**src/rtl/exec_sequencer_pkg.sv**
```systemverilog
// Shared opcode constants, unit-class and sequencer state encodings for the execution sequencer.
package exec_pkg;

    localparam logic [3:0] OP_MOVI = 4'd9;
    localparam logic [3:0] OP_MOV  = 4'd10;
    localparam logic [3:0] OP_JMP  = 4'd11;
    localparam logic [3:0] OP_HALT = 4'd15;

    typedef enum logic [2:0] {
        CL_ALU,
        CL_MOV,
        CL_JMP,
        CL_HALT,
        CL_ILL
    } op_class_e;

    typedef enum logic [2:0] {
        ST_IDLE,
        ST_FETCH,
        ST_DECODE,
        ST_ISSUE,
        ST_WAIT,
        ST_HALTED,
        ST_ERR
    } state_e;

endpackage

```
**src/rtl/exec_sequencer_if.sv**
```systemverilog
// Fetch/unit handshake bundle between the execution sequencer (master) and its environment (slave).
interface exec_sequencer_if #(
    parameter int IW = 16
);
    logic          instr_valid;
    logic [IW-1:0] instr;
    logic          mov_done;
    logic          alu_done;
    logic          jmp_done;
    logic          resume;
    logic          fetch_req;
    logic          mov_str;
    logic          alu_str;
    logic          jmp_str;
    logic [3:0]    op_code;
    logic [IW-1:0] instr_q;
    logic          busy;
    logic          halted;
    logic          err;

    modport master (
        input  instr_valid, instr, mov_done, alu_done, jmp_done, resume,
        output fetch_req, mov_str, alu_str, jmp_str, op_code, instr_q, busy, halted, err
    );

    modport slave (
        output instr_valid, instr, mov_done, alu_done, jmp_done, resume,
        input  fetch_req, mov_str, alu_str, jmp_str, op_code, instr_q, busy, halted, err
    );
endinterface

```
**src/rtl/exec_sequencer_op_class_decode.sv**
```systemverilog
// Combinational opcode -> execution-unit class; shared with the unit FSMs' self-checks.
module op_class_decode
    import exec_pkg::*;
(
    input  logic [3:0] opcode_i,
    output op_class_e  class_o
);

    always_comb begin
        class_o = CL_ILL;
        case (opcode_i)
            OP_MOVI, OP_MOV: class_o = CL_MOV;
            OP_JMP:          class_o = CL_JMP;
            OP_HALT:         class_o = CL_HALT;
            default:         if (!opcode_i[3]) class_o = CL_ALU;
        endcase
    end

endmodule

```
**src/rtl/exec_sequencer.sv**
```systemverilog
// Instruction sequencer: fetch, decode, strobe one execution unit, wait for its done.
// Optional WAIT watchdog enabled by defining EXEC_WATCHDOG_EN.
module exec_sequencer
    import exec_pkg::*;
#(
    parameter int IW     = 16,
    parameter int WD_MAX = 15
) (
    input logic                clk,
    input logic                reset,
    exec_sequencer_if.master   bus
);

    if (WD_MAX < 1) begin : g_bad_wd_max
        $error("exec_sequencer: WD_MAX must be at least 1");
    end

    state_e        state_q, state_d;
    logic [IW-1:0] instr_lat_q, instr_lat_d;
    op_class_e     cls;
    logic          done_sel;

    op_class_decode u_dec (
        .opcode_i (instr_lat_q[IW-1:IW-4]),
        .class_o  (cls)
    );

    // Only the unit selected by the latched opcode can end WAIT.
    always_comb begin
        done_sel = 1'b0;
        case (cls)
            CL_ALU:  done_sel = bus.alu_done;
            CL_MOV:  done_sel = bus.mov_done;
            CL_JMP:  done_sel = bus.jmp_done;
            default: done_sel = 1'b0;
        endcase
    end

`ifdef EXEC_WATCHDOG_EN
    localparam int WDW = $clog2(WD_MAX + 1);
    logic [WDW-1:0] wd_q, wd_d;
`endif

    always_comb begin
        state_d     = state_q;
        instr_lat_d = instr_lat_q;
`ifdef EXEC_WATCHDOG_EN
        wd_d        = wd_q;
`endif
        case (state_q)
            ST_IDLE:   state_d = ST_FETCH;
            ST_FETCH: begin
                if (bus.instr_valid) begin
                    instr_lat_d = bus.instr;
                    state_d     = ST_DECODE;
                end
            end
            ST_DECODE: begin
                case (cls)
                    CL_ALU, CL_MOV, CL_JMP: state_d = ST_ISSUE;
                    CL_HALT:                state_d = ST_HALTED;
                    default:                state_d = ST_ERR;
                endcase
            end
            ST_ISSUE: begin
                state_d = ST_WAIT;
`ifdef EXEC_WATCHDOG_EN
                wd_d    = '0;
`endif
            end
            ST_WAIT: begin
                if (done_sel) begin
                    state_d = ST_FETCH;
                end
`ifdef EXEC_WATCHDOG_EN
                else begin
                    // Done has priority over expiry since it is tested first.
                    wd_d = wd_q + WDW'(1);
                    if (wd_d == WDW'(WD_MAX)) state_d = ST_ERR;
                end
`endif
            end
            ST_HALTED: if (bus.resume) state_d = ST_FETCH;
            ST_ERR:    state_d = ST_ERR;
            default:   state_d = ST_IDLE;
        endcase
    end

    always_ff @(posedge clk or posedge reset) begin
        if (reset) begin
            state_q     <= ST_IDLE;
            instr_lat_q <= '0;
        end else begin
            state_q     <= state_d;
            instr_lat_q <= instr_lat_d;
        end
    end

`ifdef EXEC_WATCHDOG_EN
    always_ff @(posedge clk or posedge reset) begin
        if (reset) wd_q <= '0;
        else       wd_q <= wd_d;
    end
`endif

    // Outputs decode straight from state so reset clears them without waiting for a clock.
    assign bus.fetch_req = (state_q == ST_FETCH);
    assign bus.mov_str   = (state_q == ST_ISSUE) && (cls == CL_MOV);
    assign bus.alu_str   = (state_q == ST_ISSUE) && (cls == CL_ALU);
    assign bus.jmp_str   = (state_q == ST_ISSUE) && (cls == CL_JMP);
    assign bus.op_code   = instr_lat_q[IW-1:IW-4];
    assign bus.instr_q   = instr_lat_q;
    assign bus.busy      = (state_q == ST_DECODE) || (state_q == ST_ISSUE) || (state_q == ST_WAIT);
    assign bus.halted    = (state_q == ST_HALTED);
    assign bus.err       = (state_q == ST_ERR);

endmodule

```
**src/flat_wrapper.sv**
```systemverilog
// flat-port wrapper written by rule: the top's interface ports become plain ports
module exec_sequencer_flat import exec_pkg::*;
#(
    parameter int IW     = 16,
    parameter int WD_MAX = 15
)
  (clk, reset, bus_instr_valid, bus_instr, bus_mov_done, bus_alu_done, bus_jmp_done, bus_resume, bus_fetch_req, bus_mov_str, bus_alu_str, bus_jmp_str, bus_op_code, bus_instr_q, bus_busy, bus_halted, bus_err);
  exec_sequencer_if #(.IW(IW)) bus_i ();
  input logic clk;
  input logic reset;
  input wire logic [$bits(bus_i.instr_valid)-1:0] bus_instr_valid;
  input wire logic [$bits(bus_i.instr)-1:0] bus_instr;
  input wire logic [$bits(bus_i.mov_done)-1:0] bus_mov_done;
  input wire logic [$bits(bus_i.alu_done)-1:0] bus_alu_done;
  input wire logic [$bits(bus_i.jmp_done)-1:0] bus_jmp_done;
  input wire logic [$bits(bus_i.resume)-1:0] bus_resume;
  output wire logic [$bits(bus_i.fetch_req)-1:0] bus_fetch_req;
  output wire logic [$bits(bus_i.mov_str)-1:0] bus_mov_str;
  output wire logic [$bits(bus_i.alu_str)-1:0] bus_alu_str;
  output wire logic [$bits(bus_i.jmp_str)-1:0] bus_jmp_str;
  output wire logic [$bits(bus_i.op_code)-1:0] bus_op_code;
  output wire logic [$bits(bus_i.instr_q)-1:0] bus_instr_q;
  output wire logic [$bits(bus_i.busy)-1:0] bus_busy;
  output wire logic [$bits(bus_i.halted)-1:0] bus_halted;
  output wire logic [$bits(bus_i.err)-1:0] bus_err;
  assign bus_i.instr_valid = bus_instr_valid;
  assign bus_i.instr = bus_instr;
  assign bus_i.mov_done = bus_mov_done;
  assign bus_i.alu_done = bus_alu_done;
  assign bus_i.jmp_done = bus_jmp_done;
  assign bus_i.resume = bus_resume;
  assign bus_fetch_req = bus_i.fetch_req;
  assign bus_mov_str = bus_i.mov_str;
  assign bus_alu_str = bus_i.alu_str;
  assign bus_jmp_str = bus_i.jmp_str;
  assign bus_op_code = bus_i.op_code;
  assign bus_instr_q = bus_i.instr_q;
  assign bus_busy = bus_i.busy;
  assign bus_halted = bus_i.halted;
  assign bus_err = bus_i.err;
  exec_sequencer #(.IW(IW), .WD_MAX(WD_MAX)) u_core (.clk(clk), .reset(reset), .bus(bus_i));
endmodule
```
**config.mk**
```make
export PLATFORM = sky130hd
export DESIGN_NAME = exec_sequencer_flat
export DESIGN_NICKNAME = d
export VERILOG_FILES = /design/src/rtl/exec_sequencer_pkg.sv /design/src/rtl/exec_sequencer_if.sv /design/src/rtl/exec_sequencer_op_class_decode.sv /design/src/rtl/exec_sequencer.sv /design/src/flat_wrapper.sv
export SDC_FILE = /design/constraint.sdc
export NUM_CORES = 1
export LEC_CHECK = 0
export ABC_AREA = 1
export CAP_MARGIN = 20
export CORE_MARGIN = 2
export CORE_UTILIZATION = 43
export DETAILED_ROUTE_END_ITERATION = 7
export PLACE_DENSITY_LB_ADDON = 0.12
export SYNTH_ARGS = -nofsm -noshare
export SYNTH_HDL_FRONTEND = slang
export SYNTH_HIERARCHICAL = 1
export SYNTH_SLANG_ARGS = --single-unit
```
**constraint.sdc**
```tcl
create_clock -name clk -period 3.58 [get_ports clk]
set_clock_uncertainty 0.05 [all_clocks]
set_input_delay 0.716 -clock clk [delete_from_list [all_inputs] [get_ports clk]]
set_output_delay 0.716 -clock clk [all_outputs]
set_load 0.05 [all_outputs]
```
==> impl_results.md <==
* Run status: finished clean
* Max cap viols at 0
* Ys async rst share at 1.000
* Clk network pwr share at 0.066
* Setup violators final at 0
* Reg clk slew, reported paths at 0.11 ns
* Cts hold-fix bufs at 0
* Tmin final at 3.037 ns
* First-pass GRT wire length at 3905 um
* Sw Share at 0.5638
* Worst Setup Path Type: reg -> out
* IO Count at 50
* Filler cells at 206
* Gate power share at 0.688
* DR WL/cell at 11.62 um
* Skew-Pair Late Insertion Delay at 0.29 ns
* Max_slew headroom at 0.4823
* Die ar. at 0.002821 mm2
* Tightest Pin Transition at 0.7742 ns
* Gpl congestion at 0.8548
* Routed via count at 993
* Sw Pwr at 921.2 uW
* CTS tree: done
* Max Fanout on Critical Path at 6
* WL final at 2383 um
* Max VDD drop at 720.0 uV
* # port buffers at 49
* Netlist cell types at 23
* DR pass1 iterations at 4
* HPWL after DPL at 1829 um
* Static Leak at 0.7126 nW
* Initial antenna violation count at 0
* Core Area at 0.002255 mm2
* GR Util All Layers at 0.1936
* PostCTS Resize Cnt at 0
* Worst EP required at 2.81 ns
* Slew Viols, Final at 0
* Cell Int Power at 712.5 uW
* Vias in the first global route at 912
* Fraction of layout cells with a size suffix above 1 at 0.07345
* Gate Count Post-Synth at 132
* H-tree depth at 1
* Final hold violations at 0
* Startpoint Class: register
* Setup bufs post-CTS at 0
* RSZ-0062 raised after global routing: false
* CTS Buf Count at 3
* Hold slack at 0.4310 ns
* # rows at 17
* Avg Cell Area, Syn at 7.858 um2
* Antenna Nets Post-Route at 0
* Die H at 53.12 um
* Setup TNS at 0 ns
* Synth Cell Area at 0.001037 mm2
* #FFs+latches synth at 19
* TritonCTS Sinks at 19
* Die width at 53.12 um
* Setup slack, reg-to-reg at 1.93 ns
* YS warnings at 6
* Hold crit path type: reg -> reg
* Final period util at 0.8485
* DRT iter0 DRCs at 13
* Initial cell density of the core at 0.4600
* Area Overhead vs Synth at 47.16%
* CP endpoint kind: output port
* Post-synthesis sequential area ratio at 0.4584
* Number of flops mapped to enable cells by yosys at 0
* Sequential fraction of design power at 0.246
* Cell area power density at 1070 mW/mm2
* Synthesized Nets at 155
* Post-DR vias/cell at 4.844
* Final nets at 201
* Data arrival, critical path at 2.27 ns
* Total congestion overflow at 0
* Clk buf depth at 2
* Largest net degree at the start of global routing at 20
* CTS root buffer: clkbuf_4
* DRC at 0
* Ant. Diodes at 0
* Synth Flop Type: dfrtp_1
* Max Freq at 0.3292 GHz
-- synth_stat cells, types with 5 or more instances --
cell type	count	area share
nor2_1	12	0.043
nand3_1	23	0.11
dfrtp_1	19	0.46
inv_1	8	0.029
buf_4	5	0.036
nand2_1	40	0.14
-- placed cells by master (no fill, tap or decap), types with 3 or more instances in the layout --
cell type,netlist,layout
nand2_1,40,40
clkdlybuf4s50_1,0,49
nor2_1,12,12
clkbuf_4,0,3
inv_1,8,8
nand3_1,23,23
dfrtp_1,19,19
-- critical path, stage by stage, from the launching register on --
cell,delay [ns]
dfrtp_1,0.44
inv_2,0.06
nor2_2,0.09
nand3_1,0.07
nand2_1,0.16
inv_1,0.09
nor4_1,0.22
clkdlybuf4s50_1,0.85
-- sequential cells by signal, summed over array words and instances, names as in the netlist --
signal and flops:
u_core/state_q 3, u_core/bus.instr_q 16
-- final timing paths --
check / start / endpoint / depth (start not counted)
setup / recovery: u_core/bus.instr_q[15] / bus_mov_str / 7
max in group asynchronous: reset / u_core/bus.instr_q[9] / 2
hold reg to reg: u_core/bus.instr_q[0] / u_core/bus.instr_q[0] / 2
setup reg to reg: u_core/bus.instr_q[13] / u_core/state_q[0] / 8
min in group asynchronous: reset / u_core/state_q[2] / 2
hold / removal: u_core/bus.instr_q[0] / u_core/bus.instr_q[0] / 2
-- metal layers --
metal / global-route usage / share of wire / up-vias
met2: 0.3354 / 0.50 / 23
met5: 0 / 0 / -
li1: - / - / 516
met3: 0.03955 / 0.060 / 2
met4: 0.07692 / 0.0067 / 0
met1: 0.2330 / 0.43 / 452
-- per-stage QoR --
| stage | utilization | instance area, um2 | power, mW | instances | setup slack (ns) |
|---|---|---|---|---|---|
| 2_1_floorplan | - | 1037 | 1.234 | 132 | 0.1828 |
| 3_3_place_gp | 0.6648 | 1499 | 1.517 | 201 | 0.9372 |
| 3_5_place_dp | 0.6648 | 1499 | 1.537 | 201 | 0.8643 |
| 4_1_cts | 0.6770 | 1526 | 1.648 | 205 | 0.5214 |
| 5_1_grt | 0.6770 | 1526 | 1.745 | 205 | 0.3191 |
| 6_report | 0.6770 | 1526 | 1.634 | 205 | 0.5425 |
-- power groups by stage --
stage          Sequential (mW)  Clock (mW)  Combinational [mW]
2_1_floorplan            0.690           0               0.544
3_3_place_gp             0.401           0                1.12
3_5_place_dp             0.406           0                1.13
4_1_cts                  0.402       0.114                1.13
5_1_grt                  0.415       0.121                1.21
6_report                 0.402       0.107                1.12
-- final cells by class --
type / instances / area [um2] / area share
Timing Repair Buffer: 49 / 490.5 / 0.3213
Sequential cell: 19 / 475.5 / 0.3115
Multi-Input combinational cell: 94 / 449.2 / 0.2943
Inverter: 11 / 48.80 / 0.03197
Tap cell: 28 / 35.03 / 0.02295
Clock buffer: 3 / 22.52 / 0.01475
Clock inverter: 1 / 5.005 / 0.003279
-- cell families after synthesis --
| logic type | synth area share |
|---|---|
| simple gates | 0.3920 |
| flops | 0.4584 |
| buf+inv | 0.1086 |
| compound gates | 0.04101 |
Power figures use the tool's default switching activity.
